===== config.mk =====
export PLATFORM = sky130hd
export DESIGN_NAME = mult_div_unit
export DESIGN_NICKNAME = d
export VERILOG_FILES = /design/src/rtl/mdu_pkg.sv /design/src/rtl/mdu_step.sv /design/src/rtl/mult_div_unit.sv
export SDC_FILE = /design/constraint.sdc
export NUM_CORES = 1
export LEC_CHECK = 0
export BUFFER_PORTS_ARGS = -buffer_cell sky130_fd_sc_hd__buf_2
export CORE_MARGIN = 2
export CORE_UTILIZATION = 25
export CTS_BUF_LIST = sky130_fd_sc_hd__clkbuf_8
export CTS_CLUSTER_DIAMETER = 50
export CTS_CLUSTER_SIZE = 12
export DETAILED_ROUTE_END_ITERATION = 10
export GPL_TIMING_DRIVEN = 1
export SLEW_MARGIN = 20
export SYNTH_ARGS = -nofsm -noshare
export SYNTH_HDL_FRONTEND = slang
export SYNTH_SLANG_ARGS = --single-unit
export TNS_END_PERCENT = 100

===== constraint.sdc =====
create_clock -name clk -period 6.95 [get_ports clk]
set_clock_uncertainty 0.1 [all_clocks]
set_input_delay 0.695 -clock clk [delete_from_list [all_inputs] [get_ports clk]]
set_output_delay 0.695 -clock clk [all_outputs]
set_load 0.01 [all_outputs]

===== src/rtl/mdu_pkg.sv =====
`default_nettype none
// ============================================================================
//  Module   : mdu_pkg
//  Brief    : Operation encodings and FSM states for the multiply/divide unit
//  Revision : 1.0 - initial release
// ============================================================================
package mdu_pkg;

    localparam logic [1:0] OP_MULT  = 2'b00;
    localparam logic [1:0] OP_MULTU = 2'b01;
    localparam logic [1:0] OP_DIV   = 2'b10;
    localparam logic [1:0] OP_DIVU  = 2'b11;

    typedef enum logic [1:0] {
        IDLE = 2'd0,
        RUN  = 2'd1,
        FIX  = 2'd2
    } state_t;

endpackage
`default_nettype wire


===== src/rtl/mdu_step.sv =====
`default_nettype none
// ============================================================================
//  Module   : mdu_step
//  Brief    : One shift-add (multiply) or restoring shift-subtract (divide) step
//  Revision : 1.0 - initial release
// ============================================================================
module mdu_step #(
    parameter int WIDTH = 32
) (
    input  logic                 i_mode,     // 0 multiply, 1 divide
    input  logic [2*WIDTH-1:0]   i_acc,
    input  logic [WIDTH-1:0]     i_operand,
    input  logic                 i_bit,
    output logic [2*WIDTH-1:0]   o_acc,
    output logic                 o_qBit
);

    logic [WIDTH:0] w_sum;
    logic [WIDTH:0] w_remShift;
    logic [WIDTH:0] w_diff;

    always_comb begin
        w_sum      = {1'b0, i_acc[2*WIDTH-1:WIDTH]} + {1'b0, (i_bit ? i_operand : {WIDTH{1'b0}})};
        w_remShift = {i_acc[2*WIDTH-1:WIDTH], i_bit};
        w_diff     = w_remShift - {1'b0, i_operand};
        o_acc      = '0;
        o_qBit     = 1'b0;
        if (!i_mode) begin
            o_acc = {w_sum, i_acc[WIDTH-1:1]};
        end else if (!w_diff[WIDTH]) begin
            // Quotient bit slot is left clear; the caller merges o_qBit in.
            o_acc  = {w_diff[WIDTH-1:0], i_acc[WIDTH-2:0], 1'b0};
            o_qBit = 1'b1;
        end else begin
            o_acc  = {w_remShift[WIDTH-1:0], i_acc[WIDTH-2:0], 1'b0};
        end
    end

endmodule
`default_nettype wire


===== src/rtl/mult_div_unit.sv =====
`default_nettype none
// ============================================================================
//  Module   : mult_div_unit
//  Brief    : Multicycle MULT/MULTU/DIV/DIVU unit with architectural HI/LO
//  Revision : 1.0 - initial release
// ============================================================================
module mult_div_unit
    import mdu_pkg::*;
#(
    parameter int WIDTH = 32
) (
    input  logic             clk,
    input  logic             reset,
    input  logic             start,
    input  logic [1:0]       op,
    input  logic [WIDTH-1:0] a,
    input  logic [WIDTH-1:0] b,
    input  logic             write_hi,
    input  logic             write_lo,
    input  logic [WIDTH-1:0] wdata,
    output logic [WIDTH-1:0] hi,
    output logic [WIDTH-1:0] lo,
    output logic             busy,
    output logic             done,
    output logic             div_zero
);

    localparam int               CNT_W  = $clog2(WIDTH + 1);
    localparam logic [CNT_W-1:0] c_LAST = CNT_W'(WIDTH - 1);

    state_t               r_state;
    logic [CNT_W-1:0]     r_cnt;
    logic                 r_isDiv;
    logic                 r_signA;
    logic                 r_signB;
    logic [2*WIDTH-1:0]   r_acc;
    logic [WIDTH-1:0]     r_opnd;

    logic                 w_signA;
    logic                 w_signB;
    logic [WIDTH-1:0]     w_magA;
    logic [WIDTH-1:0]     w_magB;
    logic                 w_curBit;
    logic [2*WIDTH-1:0]   w_nextAcc;
    logic                 w_qBit;
    logic [2*WIDTH-1:0]   w_prod;
    logic [WIDTH-1:0]     w_quot;
    logic [WIDTH-1:0]     w_rem;

    always_comb begin
        w_signA  = ~op[0] & a[WIDTH-1];
        w_signB  = ~op[0] & b[WIDTH-1];
        w_magA   = w_signA ? -a : a;
        w_magB   = w_signB ? -b : b;
        // Multiply consumes the multiplier LSB; divide consumes the dividend MSB.
        w_curBit = r_isDiv ? r_acc[WIDTH-1] : r_acc[0];
        w_prod   = (r_signA ^ r_signB) ? -r_acc : r_acc;
        w_quot   = (r_signA ^ r_signB) ? -r_acc[WIDTH-1:0] : r_acc[WIDTH-1:0];
        w_rem    = r_signA ? -r_acc[2*WIDTH-1:WIDTH] : r_acc[2*WIDTH-1:WIDTH];
    end

    mdu_step #(
        .WIDTH     (WIDTH)
    ) u_step (
        .i_mode    (r_isDiv),
        .i_acc     (r_acc),
        .i_operand (r_opnd),
        .i_bit     (w_curBit),
        .o_acc     (w_nextAcc),
        .o_qBit    (w_qBit)
    );

    always_ff @(posedge clk or posedge reset) begin
        if (reset) begin
            r_state  <= IDLE;
            r_cnt    <= '0;
            r_isDiv  <= 1'b0;
            r_signA  <= 1'b0;
            r_signB  <= 1'b0;
            r_acc    <= '0;
            r_opnd   <= '0;
            hi       <= '0;
            lo       <= '0;
            busy     <= 1'b0;
            done     <= 1'b0;
            div_zero <= 1'b0;
        end else begin
            done     <= 1'b0;
            div_zero <= 1'b0;
            case (r_state)
                IDLE: begin
                    if (start) begin
                        if (op[1] && (b == '0)) begin
                            done     <= 1'b1;
                            div_zero <= 1'b1;
                        end else begin
                            r_isDiv <= op[1];
                            r_signA <= w_signA;
                            r_signB <= w_signB;
                            r_acc   <= op[1] ? {{WIDTH{1'b0}}, w_magA} : {{WIDTH{1'b0}}, w_magB};
                            r_opnd  <= op[1] ? w_magB : w_magA;
                            r_cnt   <= '0;
                            busy    <= 1'b1;
                            r_state <= RUN;
                        end
                    end else begin
                        if (write_hi) hi <= wdata;
                        if (write_lo) lo <= wdata;
                    end
                end
                RUN: begin
                    r_acc <= w_nextAcc | {{(2*WIDTH-1){1'b0}}, w_qBit};
                    r_cnt <= r_cnt + CNT_W'(1);
                    if (r_cnt == c_LAST) r_state <= FIX;
                end
                FIX: begin
                    if (r_isDiv) begin
                        hi <= w_rem;
                        lo <= w_quot;
                    end else begin
                        hi <= w_prod[2*WIDTH-1:WIDTH];
                        lo <= w_prod[WIDTH-1:0];
                    end
                    busy    <= 1'b0;
                    done    <= 1'b1;
                    r_state <= IDLE;
                end
                default: r_state <= IDLE;
            endcase
        end
    end

endmodule
`default_nettype wire


==> results.toml <==
[yosys]
ys_seq_area_share_pct = 28.97
ys_top_cells_by_area = "dfrtp_1, a21oi_1, mux2i_1"
yosysUniqueCellTypes = 86
synth_area_um2 = 15030
synth-edff-count = 0
synth_top_area_share_pct = 28.97
syn-instance-count = 1893
yosys_warnings = 0
ys_ff_latch = 174
synth_top_flop_cell = "dfrtp_1"
syn_area_per_cell_um2 = 7.939
async_flop_share_pct = 100.0
synth.net_count = 2068
synth.largest_area_cell = "dfrtp_1"

[routing]
drc = 0
drt.antenna.violating_nets = 0
dr.pass1.iters = 6
vias_per_cell = 5.265
postRouteWirelength_mm = 53.81
wl_per_cell_um = 19.42
vias = 14590
drt_iter0_drc = 1095

[critical_path]
crit_chain = "mux2i_2 > buf_4 > inv_1 > ha_1 > ha_1 > inv_1 > fa_1 > nand2b_1 > a21o_1 > a211oi_1 > o21ai_0 > o21ai_1 > a21boi_0 > o21bai_1 > a21oi_1 > xnor2_1 > a221o_1"
slowest_stage = "dfrtp_1"
start_kind = "flop"
cpPeakStageDelay_ns = 0.51
cp_num_buf_inv = 3
crit_type = "flop to flop"
crit_fanout = 32
crit_required_ns = 7.24
critPathTopFamily = "compound AO/OA/AOI/OAI gates"
cp.arrival_ns = 4.61
critPathCaptureType = "flop"

[power]
pwr-share-seq_pct = 24.4
power.internal_uw = 4117
p_clk_share_pct = 8.3
p_comb_share_pct = 67.3
p_switching_uw = 4567
irDropWorstVdd_v = 0.0003709
p_per_area_nw_per_um2 = 513.9
p_sw_share_pct = 52.59
p_leak_uw = 0.007127

[timing]
worstMarginPinSlew_ns = 1.141
post-route-min-period_ns = 4.317
max_freq_mhz = 231.6
finalHoldViolCount = 0
finalMaxSlewViolations = 0
setup-tns-final_ns = 0
setup_violations = 0
timing.final.crit_share_pct = 62.12
rsz0062_at_grt = "no"
slew_headroom_pct = 23.88

[clock_tree]
cts_setup_buffers = 0
cts_hold_buf = 0
cts.sinks = 174
cts_tree = "built"
clk_pin_slew_ns = 0.10
cts_buffers = 17
worstSkewPairLatency_ns = 0.50
cts_max_level = 4
ctsLongestPathBuffers = 2
cts_resized = 0
root_buffer = "clkbuf_8"

[global_route]
overflow = 0
grt_max_degree = 105
grt_antenna_before_repair = 1
grt_pass1_vias = 13890
grt_first_pass_wirelength_mm = 83.19
grt_use_total_pct = 16.96

[final_layout]
area_delta_synth_final_pct = 12.44
layout_commonest_cell = "a21oi_1"
design_area_um2 = 16900
mostFrequentLayoutCells = "a21oi_1, nor2_1, dfrtp_1"
num-nets-final = 2160
final_layout_size_suffix_gt1_share_pct = 13.67
fillers = 6429

[status]
status = "complete, no violations"

[worst_hold_path]
hold_class = "input port to asynchronous set/reset pin"

[floorplan]
start_util_pct = 25.37
die-area_um2 = 62100
coreArea_um2 = 59240
io_pins = 170
dieHeight_um = 249.2
num_rows = 89
die_w_um = 249.2

[job]
maxCapViolCount = 0

[placed_design]
place.gp.congestion = 0.9248
dpl_cell_area_um2 = 16530
hpwl_mm = 42.31
portBuffers = 169
[metrics by stage]
| stage | worst slack, ns | hold slack (ns) | util [%] | total power [uW] | instances |
|---|---|---|---|---|---|
| after floorplan | 1.438 | 0.3387 | - | 6287 | 1893 |
| after global placement | 2.640 | 0.3532 | 27.90 | 7804 | 2739 |
| after detailed placement | 2.589 | 0.3649 | 27.90 | 7883 | 2739 |
| after CTS | 2.629 | 0.3048 | 28.52 | 8617 | 2770 |
| after global routing | 2.233 | 0.3333 | 28.53 | 9426 | 2771 |
| final | 2.633 | 0.2728 | 28.53 | 8685 | 2771 |
[final timing paths]
path                            startpoint          to  cells past startpoint  slack [ns]
worst min register to register  r_opnd[23]  r_opnd[23]                      2        0.39
worst min-delay path                 reset      hi[14]                      2        0.27
min in group clk                r_opnd[23]  r_opnd[23]                      2        0.39
worst max-delay path              r_acc[0]   r_acc[57]                     17        2.63
max in group asynchronous            reset     r_isDiv                      3        5.04
worst max register to register    r_acc[0]   r_acc[57]                     17        2.63
[state kept, by name (all words and copies together) (netlist names)]
register / count
r_signA: 1
div_zero: 1
r_signB: 1
r_state: 2
hi: 32
lo: 32
r_isDiv: 1
done: 1
r_acc: 64
r_cnt: 6
busy: 1
r_opnd: 32
[cell type report]
class | count | area (um2) | area share [%]
flip-flops and latches | 174 | 4355 | 25.77
repair buffers | 185 | 965.9 | 5.716
inverters | 64 | 245.2 | 1.451
clock inverters | 13 | 117.6 | 0.6960
well taps | 773 | 967.2 | 5.723
multi-input cells | 1543 | 9997 | 59.16
diodes | 1 | 2.502 | 0.01481
clock buffers | 18 | 247.7 | 1.466
[cells in the mapped netlist (4+ instances only)]
cell,count
a21oi_1,258
nor2_1,256
dfrtp_1,174
nand2_1,135
o21ai_0,120
mux2i_1,100
xor2_1,89
xnor2_1,86
clkbuf_1,78
ha_1,70
inv_1,64
nor3_1,37
o21ai_1,29
a21o_1,23
nand3_1,21
nand2b_1,20
a211oi_1,16
buf_2,16
a31oi_1,15
nor4_1,15
o31ai_1,15
and2_1,14
a22oi_1,13
nor2b_1,13
o41ai_1,12
a221o_1,11
o21a_1,11
and3_1,10
mux2_2,10
or3_1,10
buf_1,9
nor3b_1,9
o211ai_1,9
o22a_1,9
buf_4,8
o21bai_1,7
or4_1,7
nand4_1,6
a22o_1,4
a311oi_1,4
a41oi_1,4
nor2_4,4
o221ai_1,4
or4_4,4
[cell families after synthesis]
logic type               after synthesis  share of synthesized area [%]
AND/OR/NAND/NOR                      589                          18.52
XOR/XNOR                             176                          10.31
adder cells (fa/ha/maj)               72                          6.094
multiplexers                         110                          7.409
buffers and inverters                176                          4.779
flip-flops                           174                          28.97
AO/OA/AOI/OAI                        596                          23.92
[metal layers]
layer	wire length (um)	GRT usage, %	share of wire (%)
met5	0	0	0
met4	1147	4.423	2.1
met3	2894	2.059	5.4
met2	24850	27.45	46
met1	24920	23.79	46
[power by group through the flow]
stage / clock (uW) / combinational (uW) / sequential [uW]
floorplan: 0 / 4370 / 1910
global placement: 0 / 5690 / 2120
detailed placement: 0 / 5740 / 2140
CTS: 725 / 5780 / 2120
global route: 766 / 6480 / 2180
finish: 717 / 5840 / 2120
No activity file was read; power rests on OpenSTA's default activity.
